--- config.mk ---
export PLATFORM = sky130hd
export DESIGN_NAME = fir_filter_mc_flat
export DESIGN_NICKNAME = d
export VERILOG_FILES = /design/src/rtl/fir_filter_mc_pkg.sv /design/src/rtl/fir_filter_mc_if.sv /design/src/rtl/fir_filter_mc_delay_line.sv /design/src/rtl/fir_filter_mc.sv /design/src/flat_wrapper.sv
export SDC_FILE = /design/constraint.sdc
export NUM_CORES = 1
export LEC_CHECK = 0
export ABC_AREA = 1
export CAP_MARGIN = 30
export CELL_PAD_IN_SITES_DETAIL_PLACEMENT = 1
export CELL_PAD_IN_SITES_GLOBAL_PLACEMENT = 2
export CORE_ASPECT_RATIO = 1.5
export CORE_MARGIN = 5
export CORE_UTILIZATION = 38
export CTS_CLUSTER_SIZE = 30
export DETAILED_ROUTE_END_ITERATION = 10
export PLACE_DENSITY_LB_ADDON = 0.1
export SETUP_SLACK_MARGIN = 0.15
export SLEW_MARGIN = 10
export SYNTH_ARGS = -nofsm -noshare
export SYNTH_HDL_FRONTEND = slang
export SYNTH_SLANG_ARGS = --single-unit
--- constraint.sdc ---
create_clock -name clk -period 7.01 [get_ports clk]
set_clock_uncertainty 0.1 [all_clocks]
set_input_delay 0.701 -clock clk [delete_from_list [all_inputs] [get_ports clk]]
set_output_delay 0.701 -clock clk [all_outputs]
set_load 0.03 [all_outputs]
--- src/rtl/fir_filter_mc_pkg.sv ---
// ---------------------------------------------------------------------------
// fir_pkg: shared types and elaboration-time helpers for fir_filter_mc.
//   state_e      : controller state (IDLE / MAC)
//   clog2_min1   : ceil(log2(n)) but never less than 1, for index widths
//   result_width : full-precision accumulator width for a sum of products
// No ports; imported by the filter top and its delay-line sub-module.
// ---------------------------------------------------------------------------
package fir_pkg;

  typedef enum logic [0:0] {
    IDLE = 1'b0,
    MAC  = 1'b1
  } state_e;

  // Index width that stays at least one bit wide for single-entry arrays.
  function automatic int clog2_min1(input int n);
    int c;
    c = $clog2(n);
    return (c < 1) ? 1 : c;
  endfunction

  // Product width plus growth for summing num_taps products.
  function automatic int result_width(input int in_w, input int coef_w, input int num_taps);
    return in_w + coef_w + $clog2(num_taps);
  endfunction

endpackage

--- src/rtl/fir_filter_mc_if.sv ---
// ---------------------------------------------------------------------------
// fir_filter_mc_if: sample-in / result-out bundle for fir_filter_mc.
//   in_valid/in_ready : valid/ready sample handshake
//   in_channel/in_data: channel tag and signed sample
//   out_valid         : one-cycle result strobe
//   out_channel/out_result : tag and signed full-precision result
// master = sample source / result sink, slave = the filter.
// ---------------------------------------------------------------------------
interface fir_filter_mc_if #(
  parameter int INPUT_WIDTH  = 8,
  parameter int CH_W         = 1,
  parameter int RESULT_WIDTH = 18
);

  logic                           in_valid;
  logic                           in_ready;
  logic [CH_W-1:0]                in_channel;
  logic signed [INPUT_WIDTH-1:0]  in_data;
  logic                           out_valid;
  logic [CH_W-1:0]                out_channel;
  logic signed [RESULT_WIDTH-1:0] out_result;

  modport master (
    output in_valid, in_channel, in_data,
    input  in_ready, out_valid, out_channel, out_result
  );

  modport slave (
    input  in_valid, in_channel, in_data,
    output in_ready, out_valid, out_channel, out_result
  );

endinterface

--- src/rtl/fir_filter_mc_delay_line.sv ---
// ---------------------------------------------------------------------------
// fir_delay_line: one shift register per channel plus a tap read mux.
//   clk, rst_n   : clock, async active-low reset (clears every entry)
//   shift_en     : one bit per channel; shifts that channel's line
//   shift_data   : new sample entering tap 0 of an enabled line
//   rd_channel   : channel selected for the read mux
//   rd_tap       : tap selected for the read mux
//   rd_data      : selected entry (registered storage, combinational mux)
// ---------------------------------------------------------------------------
module fir_delay_line
  import fir_pkg::*;
#(
  parameter int INPUT_WIDTH  = 8,
  parameter int NUM_OF_TAPS  = 4,
  parameter int NUM_CHANNELS = 2,
  parameter int CH_W         = clog2_min1(NUM_CHANNELS),
  parameter int TAP_W        = clog2_min1(NUM_OF_TAPS)
) (
  input  logic                          clk,
  input  logic                          rst_n,
  input  logic [NUM_CHANNELS-1:0]       shift_en,
  input  logic signed [INPUT_WIDTH-1:0] shift_data,
  input  logic [CH_W-1:0]               rd_channel,
  input  logic [TAP_W-1:0]              rd_tap,
  output logic signed [INPUT_WIDTH-1:0] rd_data
);

  logic signed [INPUT_WIDTH-1:0] line_q [NUM_CHANNELS][NUM_OF_TAPS];
  logic signed [INPUT_WIDTH-1:0] line_d [NUM_CHANNELS][NUM_OF_TAPS];

  // Next-state of every line: enabled channels shift by one tap.
  always_comb begin
    line_d = line_q;
    for (int c = 0; c < NUM_CHANNELS; c++) begin
      if (shift_en[c]) begin
        for (int k = NUM_OF_TAPS - 1; k > 0; k--) begin
          line_d[c][k] = line_q[c][k-1];
        end
        line_d[c][0] = shift_data;
      end else begin
        line_d[c] = line_q[c];
      end
    end
  end

  // Delay-line storage.
  always_ff @(posedge clk or negedge rst_n) begin
    if (!rst_n) begin
      for (int c = 0; c < NUM_CHANNELS; c++) begin
        for (int k = 0; k < NUM_OF_TAPS; k++) begin
          line_q[c][k] <= {INPUT_WIDTH{1'b0}};
        end
      end
    end else begin
      line_q <= line_d;
    end
  end

  // Read indices come from the controller's own registers and are always in range.
  assign rd_data = line_q[rd_channel][rd_tap];

endmodule

--- src/rtl/fir_filter_mc.sv ---
// ---------------------------------------------------------------------------
// fir_filter_mc: multi-channel time-multiplexed serial-MAC FIR filter.
// One multiplier-accumulator walks the taps of the accepted channel, one tap
// per clock; coefficients are shared by all channels and writable in IDLE.
//   clk, rst_n  : clock, async active-low reset
//   bus (slave) : in_valid/in_ready/in_channel/in_data sample handshake,
//                 out_valid/out_channel/out_result result strobe
//   coef_wr_en, coef_addr, coef_wdata : coefficient write port (IDLE only)
//   busy        : high while a MAC pass is running
// Optional build macro FIR_COEF_RB_EN adds coef_rd_addr / coef_rdata, a
// combinational coefficient readback port (out-of-range address reads 0).
// ---------------------------------------------------------------------------
module fir_filter_mc
  import fir_pkg::*;
#(
  parameter int  INPUT_WIDTH  = 8,
  parameter int  COEF_WIDTH   = 8,
  parameter int  NUM_OF_TAPS  = 4,
  parameter int  NUM_CHANNELS = 2,
  localparam int CH_W         = clog2_min1(NUM_CHANNELS),
  localparam int TAP_W        = clog2_min1(NUM_OF_TAPS),
  localparam int RESULT_WIDTH = result_width(INPUT_WIDTH, COEF_WIDTH, NUM_OF_TAPS)
) (
  input  logic                         clk,
  input  logic                         rst_n,
  fir_filter_mc_if.slave               bus,
  input  logic                         coef_wr_en,
  input  logic [TAP_W-1:0]             coef_addr,
  input  logic signed [COEF_WIDTH-1:0] coef_wdata,
`ifdef FIR_COEF_RB_EN
  input  logic [TAP_W-1:0]             coef_rd_addr,
  output logic signed [COEF_WIDTH-1:0] coef_rdata,
`endif
  output logic                         busy
);

  localparam int PROD_W = INPUT_WIDTH + COEF_WIDTH;
  localparam logic [TAP_W-1:0] LAST_K = TAP_W'(NUM_OF_TAPS - 1);

  state_e                          state_q, state_d;
  logic [CH_W-1:0]                 ch_q, ch_d;
  logic [TAP_W-1:0]                k_q, k_d;
  logic signed [RESULT_WIDTH-1:0]  acc_q, acc_d;
  logic                            out_valid_q, out_valid_d;
  logic [CH_W-1:0]                 out_channel_q, out_channel_d;
  logic signed [RESULT_WIDTH-1:0]  out_result_q, out_result_d;
  logic signed [COEF_WIDTH-1:0]    coef_q [NUM_OF_TAPS];
  logic signed [COEF_WIDTH-1:0]    coef_d [NUM_OF_TAPS];

  logic                            accept_s;
  logic                            ch_valid_s;
  logic                            addr_ok_s;
  logic [NUM_CHANNELS-1:0]         shift_en_s;
  logic signed [INPUT_WIDTH-1:0]   tap_data_s;
  logic signed [PROD_W-1:0]        prod_s;
  logic signed [RESULT_WIDTH-1:0]  prod_ext_s;

  // Range checks only exist when the index width can name missing entries.
  if (NUM_CHANNELS < (1 << CH_W)) begin : g_ch_chk
    assign ch_valid_s = (bus.in_channel < CH_W'(NUM_CHANNELS));
  end else begin : g_ch_all
    assign ch_valid_s = 1'b1;
  end

  if (NUM_OF_TAPS < (1 << TAP_W)) begin : g_addr_chk
    assign addr_ok_s = (coef_addr < TAP_W'(NUM_OF_TAPS));
  end else begin : g_addr_all
    assign addr_ok_s = 1'b1;
  end

  // The handshake completes in IDLE even for a bad channel; such samples just vanish.
  assign accept_s = bus.in_valid && (state_q == IDLE);

  // One-hot shift enable for the addressed channel's delay line.
  always_comb begin
    shift_en_s = {NUM_CHANNELS{1'b0}};
    for (int c = 0; c < NUM_CHANNELS; c++) begin
      shift_en_s[c] = accept_s && ch_valid_s && (bus.in_channel == CH_W'(c));
    end
  end

  fir_delay_line #(
    .INPUT_WIDTH  (INPUT_WIDTH),
    .NUM_OF_TAPS  (NUM_OF_TAPS),
    .NUM_CHANNELS (NUM_CHANNELS),
    .CH_W         (CH_W),
    .TAP_W        (TAP_W)
  ) u_delay_line (
    .clk        (clk),
    .rst_n      (rst_n),
    .shift_en   (shift_en_s),
    .shift_data (bus.in_data),
    .rd_channel (ch_q),
    .rd_tap     (k_q),
    .rd_data    (tap_data_s)
  );

  // Operands widened first so the product keeps full signed precision.
  assign prod_s     = PROD_W'(tap_data_s) * PROD_W'(coef_q[k_q]);
  assign prod_ext_s = RESULT_WIDTH'(prod_s);

  // Coefficient file next-state: writes land only while IDLE.
  always_comb begin
    coef_d = coef_q;
    if ((state_q == IDLE) && coef_wr_en && addr_ok_s) begin
      coef_d[coef_addr] = coef_wdata;
    end else begin
      coef_d = coef_q;
    end
  end

  // Controller next-state, accumulator and result capture.
  always_comb begin
    state_d       = state_q;
    ch_d          = ch_q;
    k_d           = k_q;
    acc_d         = acc_q;
    out_valid_d   = 1'b0;
    out_channel_d = out_channel_q;
    out_result_d  = out_result_q;
    case (state_q)
      IDLE: begin
        if (accept_s && ch_valid_s) begin
          ch_d    = bus.in_channel;
          acc_d   = {RESULT_WIDTH{1'b0}};
          k_d     = {TAP_W{1'b0}};
          state_d = MAC;
        end else begin
          state_d = IDLE;
        end
      end
      MAC: begin
        acc_d = acc_q + prod_ext_s;
        if (k_q == LAST_K) begin
          out_result_d  = acc_q + prod_ext_s;
          out_channel_d = ch_q;
          out_valid_d   = 1'b1;
          k_d           = {TAP_W{1'b0}};
          state_d       = IDLE;
        end else begin
          k_d = k_q + TAP_W'(1);
        end
      end
      default: begin
        state_d = IDLE;
      end
    endcase
  end

  // All controller, MAC and coefficient state.
  always_ff @(posedge clk or negedge rst_n) begin
    if (!rst_n) begin
      state_q       <= IDLE;
      ch_q          <= {CH_W{1'b0}};
      k_q           <= {TAP_W{1'b0}};
      acc_q         <= {RESULT_WIDTH{1'b0}};
      out_valid_q   <= 1'b0;
      out_channel_q <= {CH_W{1'b0}};
      out_result_q  <= {RESULT_WIDTH{1'b0}};
      for (int i = 0; i < NUM_OF_TAPS; i++) begin
        coef_q[i] <= {COEF_WIDTH{1'b0}};
      end
    end else begin
      state_q       <= state_d;
      ch_q          <= ch_d;
      k_q           <= k_d;
      acc_q         <= acc_d;
      out_valid_q   <= out_valid_d;
      out_channel_q <= out_channel_d;
      out_result_q  <= out_result_d;
      coef_q        <= coef_d;
    end
  end

  assign bus.in_ready    = (state_q == IDLE);
  assign busy            = (state_q == MAC);
  assign bus.out_valid   = out_valid_q;
  assign bus.out_channel = out_channel_q;
  assign bus.out_result  = out_result_q;

`ifdef FIR_COEF_RB_EN
  logic rd_addr_ok_s;

  if (NUM_OF_TAPS < (1 << TAP_W)) begin : g_rd_chk
    assign rd_addr_ok_s = (coef_rd_addr < TAP_W'(NUM_OF_TAPS));
  end else begin : g_rd_all
    assign rd_addr_ok_s = 1'b1;
  end

  // Combinational readback, zero for addresses past the last tap.
  always_comb begin
    coef_rdata = {COEF_WIDTH{1'b0}};
    if (rd_addr_ok_s) begin
      coef_rdata = coef_q[coef_rd_addr];
    end else begin
      coef_rdata = {COEF_WIDTH{1'b0}};
    end
  end
`endif

endmodule

--- src/flat_wrapper.sv ---
// flat-port wrapper written by rule: the top's interface ports become plain ports
module fir_filter_mc_flat import fir_pkg::*;
#(
  parameter int  INPUT_WIDTH  = 8,
  parameter int  COEF_WIDTH   = 8,
  parameter int  NUM_OF_TAPS  = 4,
  parameter int  NUM_CHANNELS = 2,
  localparam int CH_W         = clog2_min1(NUM_CHANNELS),
  localparam int TAP_W        = clog2_min1(NUM_OF_TAPS),
  localparam int RESULT_WIDTH = result_width(INPUT_WIDTH, COEF_WIDTH, NUM_OF_TAPS)
)
  (clk, rst_n, coef_wr_en, coef_addr, coef_wdata, busy, bus_in_valid, bus_in_channel, bus_in_data, bus_in_ready, bus_out_valid, bus_out_channel, bus_out_result);
  fir_filter_mc_if #(.INPUT_WIDTH(INPUT_WIDTH), .CH_W(1), .RESULT_WIDTH(18)) bus_i ();
  input  logic clk;
  input  logic rst_n;
  input  logic coef_wr_en;
  input  logic [TAP_W-1:0] coef_addr;
  input  logic signed [COEF_WIDTH-1:0] coef_wdata;
  output logic busy;
  input wire logic [$bits(bus_i.in_valid)-1:0] bus_in_valid;
  input wire logic [$bits(bus_i.in_channel)-1:0] bus_in_channel;
  input wire logic [$bits(bus_i.in_data)-1:0] bus_in_data;
  output wire logic [$bits(bus_i.in_ready)-1:0] bus_in_ready;
  output wire logic [$bits(bus_i.out_valid)-1:0] bus_out_valid;
  output wire logic [$bits(bus_i.out_channel)-1:0] bus_out_channel;
  output wire logic [$bits(bus_i.out_result)-1:0] bus_out_result;
  assign bus_i.in_valid = bus_in_valid;
  assign bus_i.in_channel = bus_in_channel;
  assign bus_i.in_data = bus_in_data;
  assign bus_in_ready = bus_i.in_ready;
  assign bus_out_valid = bus_i.out_valid;
  assign bus_out_channel = bus_i.out_channel;
  assign bus_out_result = bus_i.out_result;
  fir_filter_mc #(.INPUT_WIDTH(INPUT_WIDTH), .COEF_WIDTH(COEF_WIDTH), .NUM_OF_TAPS(NUM_OF_TAPS), .NUM_CHANNELS(NUM_CHANNELS)) u_core (.clk(clk), .rst_n(rst_n), .bus(bus_i), .coef_wr_en(coef_wr_en), .coef_addr(coef_addr), .coef_wdata(coef_wdata), .busy(busy));
endmodule
# After elaboration in Yosys (flattened, before gate mapping)
# Index checks and enable logic that the tools add are counted.
word_totals:
  wordCells: 62
  ff_bits: 138
classes:
  n_eq_ne: 2
  bitwise: 5
  n_addsub: 2
  n_reduce_logical: 7
  multipliers: 1
  order_cmp: 4
  mux: 22
op_table:
  columns: ["operator", "count"]
  rows:
  - ["32-bit 2-to-1 mux", 3]
  - ["8-bit 2-to-1 mux", 5]
  - ["18-bit one-hot mux with 2 select lines", 1]
  - ["8-bit binary-select mux with 2-bit select", 2]
  - ["32-bit bitwise mux", 1]
  - ["18-bit by 16-bit adder with 18-bit output", 1]
  - ["18-bit 2-to-1 mux", 1]
  - ["8-bit demux with 2-bit select", 1]
  - ["8-bit by 8-bit multiplier with 16-bit output", 1]
  - ["3-bit greater-or-equal comparator, second input constant", 2]
  - ["2-bit inverter with 3-bit output", 2]
  - ["1-bit logical AND", 5]
  - ["1-bit 2-to-1 mux", 4]
  - ["2-bit 2-to-1 mux", 2]
  - ["2-bit one-hot mux with 2 select lines", 1]
  - ["2-bit AND reduction", 2]
  - ["3-bit by 1-bit less-than comparator with 1-bit output, second input constant", 1]
  - ["2-bit by 1-bit adder with 2-bit output, second input constant", 1]
  - ["2-bit equality test, second input constant", 1]
  - ["2-bit greater-or-equal comparator, second input constant", 1]
  - ["2-bit by 1-bit inequality test with 1-bit output, second input constant", 1]
  - ["1-bit inverter", 2]
  - ["1-bit inverter with 2-bit output", 1]
  - ["1-bit one-hot mux with 2 select lines", 1]

# Depth between registers and ports, before layout
# Gate-level depths: netlist of run 1.
logic_depth:
  ltp_word: 10
  mapped_depth: 28
  ltp_nobuf: 26

# Cells and area by module
# Synthesis of run 1 repeated with hierarchy kept, for this count alone.
unflattened:
  hier_cells: 1174
  hier_area_um2: 9551.7
by_module_without_submodules:
  columns: ["mod", "instances", "area_each_um2", "cells_each"]
  rows:
  - ["fir_filter_mc", 1, 6391.1, 754]
  - ["fir_delay_line", 1, 3160.5, 420]

# Least setup slack after synthesis of run 1
# OpenSTA, ideal clock, no wires.
synth_path:
  path_kind: "register to register"
  start: "reg u_core.k_q[0]"
  end: "reg u_core.acc_q[10]"
  arrival_time_ns: 5.649
  stages_incl_launch_ff: 21
  setup_ns: 0.117
  path_slack_ns: 1.144
  required_time_ns: 6.793
  n_path_buf: 2
  cell_sequence: "dfrtp_1 buf_6 inv_4 clkbuf_4 nand2_1 a32oi_2 inv_2 nor2_1 fa_1 fa_1 fa_1 fa_1 fa_1 ha_1 a21oi_1 o21ai_0 inv_1 nand2_1 or2_2 nand3_1 nand2_1"
synth_via:
  elab_chain_cells: 7
  elab_cells_between_ends: 10
  cone_classes: "add/sub (1); mul (1); mux (7); bitwise (1)"
synth_lines:
  columns: ["item", "line", "rtl"]
  rows:
  - ["start: declaration", "fir_filter_mc.sv:42", "logic [TAP_W-1:0] k_q, k_d;"]
  - ["start signal: assignment", "fir_filter_mc.sv:155", "k_q <= {TAP_W{1'b0}};"]
  - ["start signal: assignment", "fir_filter_mc.sv:166", "k_q <= k_d;"]
  - ["2-bit inverter with 3-bit output (not written as such) *", "fir_filter_mc_delay_line.sv:60, fir_filter_mc.sv:99", null]
  - ["8-bit binary-select mux with 2-bit select (on tied branches)", "fir_filter_mc_delay_line.sv:60, fir_filter_mc.sv:99", null]
  - ["8-bit 2-to-1 mux (on tied branches) (2 in series)", "fir_filter_mc_delay_line.sv:60, fir_filter_mc.sv:99", null]
  - ["8-bit by 8-bit multiplier with 16-bit output *", "fir_filter_mc.sv:99", "assign prod_s = PROD_W'(tap_data_s) * PROD_W'(coef_q[k_q]);"]
  - ["18-bit by 16-bit adder with 18-bit output *", "fir_filter_mc.sv:133", "acc_d = acc_q + prod_ext_s;"]
  - ["18-bit one-hot mux with 2 select lines *", "fir_filter_mc.sv:121", "case (state_q)"]
  - ["end signal: assignment", "fir_filter_mc.sv:156", "acc_q <= {RESULT_WIDTH{1'b0}};"]
  - ["end: declaration", "fir_filter_mc.sv:43", "logic signed [RESULT_WIDTH-1:0] acc_q, acc_d;"]
# Mark *: on every way between the ends. The rest lies on a longest branch, timed or not. The select of a mux whose other input is x is not followed.
# A chain may end at the register's enable or synchronous reset.

# Final worst setup path of run 1
layout_path:
  start: "reg u_core.k_q[0]"
  end: "reg u_core.acc_q[17]"
# The elaborated chain is that of the path after synthesis.

==> summary.txt, run 1 <==
Setup path
  • CP max FO: 19
  • Element type at the critical path end: flop
  • Worst EP arrival: roughly 6.5 ns
  • Critical path, cell by cell: buf_4, a21oi_1, a32oi_2, inv_2, nor2_1, buf_4, fa_1, fa_1, fa_1, fa_1, fa_1, ha_1, nand2_1, nor2_1, nand2_1, nand3_1, nand2_1, nand2_1, nand3_1, nand3_1, nand2_1
  • Worst-case reg-to-reg path depth: 21
  • Kind of critical path: flop to flop
  • Max incr delay on CP: roughly 0.85 ns
  • Slowest CP cell: dfrtp_1
  • Startpoint types: flop
  • Worst path required time: 7.23 ns

Placed design
  • Dpl cell area: 0.0101 mm2
  • Setup slack at placement: 0.719 ns
  • Buffers on Ports: 44
  • DP Wirelength: 19.9 mm
  • GPL Wtd Cong: about 0.8

Synth
  • Post-Syn Instances: 1108
  • Mapped Avg Cell Area: 8.48 um2
  • Top FF cell, synth: dfrtp_1
  • Post-Syn Area: about 0.0094 mm2
  • Syn nets: 1254
  • Synth Area in Compound Gates: 12.7%
  • Largest family of logic cells by synthesized area: adder cells
  • Area share of and/or/nand/nor cells after synthesis: 17.7%
  • Asr flop ratio synth: 100%
  • Synth Area in XOR/XNOR: 0.653%
  • Synthesized flop and latch total: 138
  • Post-synth EDFFs: 0
  • YS warnings: 0
  • Synth cell types: 35
  • Multiplexer area fraction after synthesis: 0%
  • Post-Synth Adder-Cell Area: 22.8%
  • Sequential area share after synthesis: 36.8%

Global routing
  • First-pass GRT wire length: 43.5 mm
  • Largest net degree at the start of global routing: between 80 and 90
  • Initial antenna violation count: 0
  • Number of global-route vias before repair: 8360
  • Grt ovf: 0
  • Total Routing Usage GR: between 10% and 20%

Timing
  • Pins over their slew limit: 0
  • Setup violators final: 0
  • Setup slack after layout: 0.714 ns
  • Max_slew headroom: 45.6%
  • Slew @ Worst Pin: 0.815 ns
  • Setup TNS: 0 ns
  • Max Fclk: 159 MHz
  • Final Cycle Share: 89.8%
  • Final min period: 6.30 ns
  • RSZ-0062 raised after global routing: no
  • Final hold violation count: 0

Drt
  • Final WL: ~26 mm
  • DR DRC count: 0
  • DR WL/cell: 17.5 um
  • Via count: 7388
  • Vias/cell: 4.99
  • Drt first-iter violations: 264
  • Antenna Nets Post-Route: 0
  • Number of iterations in the first detailed-routing pass: 4

Die
  • Core Box Area: 0.0243 mm2
  • DIE AREA: about 0.028 mm2
  • I/O pin total: 45
  • Row count: 70
  • Die X: between 100 and 150 um
  • Die height: a little over 200 um
  • Starting Density: 38.6%

Clock network
  • # hold bufs at CTS: 0
  • CTS Sinks: 138
  • Worst-path clk slew: 0.06 ns
  • Post-CTS Setup Inserts: 0
  • Root Buffer: clkbuf_16
  • H-tree levels: 4
  • CTS Buffer Depth: 2
  • CTS tree: done
  • Total CTS buffers: 17
  • Clock Latency Late Sink: 0.43 ns
  • CTS resizes: 0

Finish
  • Post-synthesis to final-layout area growth: 14.4%
  • Final nets: 1290
  • Final instance area: 0.0107 mm2
  • Diodes inserted: 0
  • Layout cell share with drive strength beyond 1: 6.40%
  • Final core utilization: 44.1%

Status
  • Status: completed

Worst hold path
  • Worst hold path class: primary input to async pin

Run
  • Max-cap violations: 0
cell usage in the layout, fill, tap and decap left out, types with 43 or more instances in the layout:
| cell type | synthesis | layout |
|---|---|---|
| inv_1 | 164 | 164 |
| nand3_1 | 46 | 46 |
| dfrtp_1 | 138 | 138 |
| a21oi_1 | 57 | 57 |
| nor2_1 | 89 | 88 |
| fa_1 | 80 | 80 |
| clkdlybuf4s50_1 | 0 | 43 |
| nand2_1 | 265 | 264 |
| o21ai_0 | 117 | 117 |
| ha_1 | 43 | 43 |
state kept, by name, summed over array words and instances (netlist names):
register,count
u_core.u_delay_line.line_q,64
u_core.coef_q,32
u_core.acc_q,18
u_core.bus.out_result,18
u_core.k_q,2
u_core.bus.out_channel,1
u_core.bus.out_valid,1
u_core.busy,1
u_core.ch_q,1
synthesized netlist by cell type (2+ instances only):
master	number	area [um2]
nand2_1	265	995
inv_1	164	616
dfrtp_1	138	3450
o21ai_0	117	586
nor2_1	89	334
fa_1	80	1600
a21oi_1	57	285
nand3_1	46	230
ha_1	43	538
buf_2	19	95.1
clkbuf_1	13	48.8
inv_2	13	48.8
o21ai_1	8	40.0
o211ai_1	6	45.0
nand4_1	5	31.3
xnor2_1	5	43.8
a32oi_2	4	65.1
buf_6	4	45.0
o22ai_1	4	25.0
o21ai_2	3	26.3
o21bai_1	3	22.5
a32o_1	2	20.0
a32oi_4	2	55.1
buf_4	2	15.0
nand3b_1	2	15.0
nor2_4	2	22.5
or2_1	2	12.5
or2_2	2	12.5
xor2_1	2	17.5
worst max-delay path: cells and delay by family, from the launching register on:
family          cells  cell delay, ns
fa+ha+maj           6            2.93
simple gates       10            1.03
compound gates      2            0.50
buf+inv             3            0.74
flops               1            0.85
per-layer routing:
metal | GRT usage [%] | wire, um | vias to the layer above
met1 | 21.1 | 9940 | 3716
met4 | 8.58 | 1020 | 0
li1 | - | - | 3545
met3 | 2.92 | 418 | 49
met2 | 37.6 | 14600 | 78
met5 | 0 | 0 | -
worst paths after layout:
check                                                 end  slack [ns]                            from
min                                     u_core.coef_q[26]        0.24                           rst_n
max in group asynchronous                 u_core.acc_q[6]        5.27                           rst_n
min in group clk           u_core.u_delay_line.line_q[40]        0.37  u_core.u_delay_line.line_q[48]
max reg2reg                              u_core.acc_q[17]        0.71                   u_core.k_q[0]
min reg2reg                u_core.u_delay_line.line_q[40]        0.37  u_core.u_delay_line.line_q[48]
max                                      u_core.acc_q[17]        0.71                   u_core.k_q[0]
area by class of cell:
cell class                      count  area, um2
Fill cell                        2962      13600
Multi-Input combinational cell    753       5060
Sequential cell                   138       3450
Inverter                          178        671
Timing Repair Buffer               56        559
Clock buffer                       20        447
Tap cell                          324        405
Clock inverter                     12        149
through the flow:
step           hold slack (ns)  instances
2_1_floorplan            0.305       1108
3_3_place_gp             0.363       1447
3_5_place_dp             0.370       1448
4_1_cts                  0.253       1480
5_1_grt                  0.277       1481
6_report                 0.236       1481
cell families after synthesis:
| group | Yosys count |
|---|---|
| AOI/OAI and AO/OA | 208 |
| xor gates and xnor gates | 7 |
| adders and majority gates | 123 |
| buffers and inverters | 217 |
| DFF | 138 |
| and+or+nand+nor | 415 |
Power of run 1 is left out: the tool's default activity adds up to more than one toggle a clock period on the data nets, which glitch-free logic cannot reach.
==> run 2: changes to the inputs <==
- CORE_MARGIN: 5 -> 3
- SYNTH_HIERARCHICAL: not set -> 1
==> summary.txt, run 2 <==
Clock network
  • CTS tree: done
  • Post-CTS Setup Inserts: 0 (unchanged)
  • Root Buffer: clkbuf_16
  • Clock Latency Late Sink: 0.44 ns (about the same)
  • # hold bufs at CTS: 0 (unchanged)
  • CTS Sinks: 138 (unchanged)
  • Worst-path clk slew: 0.07 ns (about the same)
  • CTS resizes: 0 (unchanged)
  • H-tree levels: 4 (unchanged)
  • Total CTS buffers: 17 (unchanged)
  • CTS Buffer Depth: 2 (unchanged)

Finish
  • Most common cell after layout, fill and taps aside: nand2_1
  • Multi-input logic area: 0.00510 mm2 (+0.72%)
  • Post-synthesis to final-layout area growth: 13.5%
  • Filler Cell Count: 2978 (+0.54%)
  • Final core utilization: 44.2% (+0.083 points)
  • Most flop-heavy register: u_core/u_delay_line/line_q
  • Max reg flops: 64 (unchanged)
  • Commonest non-fill, non-tap cells in the layout: nand2_1, inv_1, dfrtp_1, o21ai_0, fa_1
  • Regs by FF count: u_core/u_delay_line/line_q (64), u_core/coef_q (32)
  • Final nets: 1355 (+5.0%)
  • Final instance area: 0.0108 mm2 (+0.91%)
  • Diodes inserted: 0 (unchanged)
  • Register area: 0.00345 mm2 (unchanged)
  • Layout cell share with drive strength beyond 1: 5.97% (-0.42 points)

Global routing
  • Largest net degree at the start of global routing: 84 (+2.4%)
  • Number of global-route vias before repair: 8380 (+0.24%)
  • Total Routing Usage GR: 20.5% (+0.93 points)
  • Grt ovf: 0 (unchanged)
  • First-pass GRT wire length: 43.6 mm (+0.20%)
  • Initial antenna violation count: 0 (unchanged)

Setup path
  • Worst path required time: 7.21 ns (-0.02 ns)
  • Critical path, cell by cell: inv_2, nand3_1, nand2_1, nor2_1, buf_4, fa_1, fa_1, fa_1, fa_1, ha_1, ha_1, a21oi_1, nand2_2, nor2_4, xor2_1, o21ai_1
  • CP max FO: 19 (unchanged)
  • Element type at the critical path end: flop
  • Worst r2r src: u_core/k_q[1]
  • Max incr delay on CP: 0.80 ns (-0.05 ns)
  • Slowest CP cell: dfrtp_1
  • CP dominant cell by count: fa_1
  • Startpoint types: flop
  • Kind of critical path: flop to flop
  • Worst EP arrival: 6.26 ns (-0.26 ns)
  • Crit path from: u_core/k_q[1]

Drt
  • DR WL/cell: 16.7 um (-4.7%)
  • Drt first-iter violations: 212 (-20%)
  • Via count: 7444 (+0.76%)
  • Final WL: 25.8 mm (-0.54%)
  • WL met2: 14.1 mm (-3.2%)
  • Top Metal Used: met4
  • Vias/cell: 4.82 (-3.5%)
  • WL met3: 432 um (+3.3%)
  • M1 WL: 10.2 mm (+3.1%)
  • Antenna Nets Post-Route: 0 (unchanged)
  • Number of iterations in the first detailed-routing pass: 4 (unchanged)
  • DR DRC count: 0 (unchanged)

Die
  • Starting Density: 38.9% (+0.37 points)
  • I/O pin total: 45 (unchanged)
  • DIE AREA: 0.0271 mm2 (-3.3%)
  • Die height: 200 um (-1.2%)
  • Row count: 70 (unchanged)
  • Die X: 135 um (-2.1%)
  • Core Box Area: 0.0245 mm2 (+0.72%)

Synth
  • Synth cell types: 34 (-2.9%)
  • Syn nets: 1320 (+5.3%)
  • Top-count cell post-synth: nand2_1
  • Post-synth EDFFs: 0 (unchanged)
  • List of most frequent post-synthesis cells: nand2_1, inv_1, dfrtp_1
  • Dominant cells by area after synthesis: dfrtp_1, fa_1, nand2_1, inv_1, o21ai_0
  • Post-Syn Area: 0.00955 mm2 (+1.7%)
  • Mapped Avg Cell Area: 8.14 um2 (-4.0%)
  • Top FF cell, synth: dfrtp_1
  • Asr flop ratio synth: 100% (unchanged)
  • YS warnings: 6 (+6)
  • Synthesized flop and latch total: 138 (unchanged)
  • Post-Syn Instances: 1174 (+6.0%)
  • Yosys top cell area share: 36.2% (-0.61 points)
  • Sequential area share after synthesis: 36.2% (-0.61 points)
  • Post-synth top area cell: dfrtp_1

Placed design
  • DP Wirelength: 19.8 mm (-0.69%)
  • GPL Wtd Cong: 0.853 (+4.6%)
  • Buffers on Ports: 44 (unchanged)
  • Dpl cell area: 0.0103 mm2 (+1.2%)

Timing
  • Final Cycle Share: 86.5% (-3.3 points)
  • Pins over their slew limit: 0 (unchanged)
  • Max_slew headroom: 45.1% (-0.55 points)
  • Max Fclk: 165 MHz (+3.8%)
  • Final min period: 6.07 ns (-0.230 ns)
  • Slew @ Worst Pin: 0.824 ns (+0.00908 ns)
  • Setup violators final: 0 (unchanged)
  • Setup TNS: 0 ns (unchanged)
  • RSZ-0062 raised after global routing: no
  • Final hold violation count: 0 (unchanged)
  • Hold slack: 0.244 ns (+0.00776 ns)

Worst hold path
  • Worst hold path class: primary input to async pin

Run
  • Max-cap violations: 0 (unchanged)

Status
  • Status: completed
run 2: critical path: cells and delay by family, from the launching register on:
family / cells / cell delay [ns]
xor+xnor: 1 / 0.31
fa+ha+maj: 6 / 2.62
compound gates: 2 / 0.35
simple gates: 5 / 1.20
buf+inv: 2 / 0.54
flops: 1 / 0.80
run 2: through the flow:
stage	worst slack, ns	cells
5_1_grt	0.612	1546
3_5_place_dp	0.942	1514
3_3_place_gp	0.822	1513
4_1_cts	0.903	1546
6_report	0.945	1546
2_1_floorplan	1.23	1174
run 2: routing by layer:
metal | vias up | global-route usage [%]
met2 | 73 | 37.8
met3 | 43 | 2.99
li1 | 3658 | -
met4 | 0 | 9.04
met1 | 3670 | 23.1
met5 | - | 0
run 2: path summary, 6_finish.rpt:
check | end | slack, ns | cells past startpoint
worst min-delay path | u_core/u_delay_line/line_q[3] | 0.24 | 1
worst min register to register | u_core/bus.out_result[15] | 0.38 | 2
worst max register to register | u_core/acc_q[9] | 0.94 | 16
min in group clk | u_core/bus.out_result[15] | 0.38 | 2
max in group asynchronous | u_core/bus.out_result[7] | 5.29 | 2
worst max-delay path | u_core/acc_q[9] | 0.94 | 16
run 2: cells by family (layout without fill, tap and decap cells):
| group | Yosys count | in the layout | synth area share [%] |
|---|---|---|---|
| buffers and inverters | 244 | 292 | 10.6 |
| DFF | 138 | 138 | 36.2 |
| adders and majority gates | 123 | 123 | 22.4 |
| AOI/OAI and AO/OA | 140 | 140 | 7.68 |
| and+or+nand+nor | 520 | 520 | 22.3 |
| xor gates and xnor gates | 9 | 9 | 0.825 |
run 2: area by class of cell:
| type | instances | area share, % |
|---|---|---|
| sequential | 138 | 31.8 |
| clock buffer | 17 | 3.92 |
| tap | 324 | 3.74 |
| multi-input combinational | 792 | 47.0 |
| timing repair buffer | 55 | 4.83 |
| inverter | 205 | 7.12 |
| clock inverter | 15 | 1.52 |
Power of run 2 is left out for the same reason.
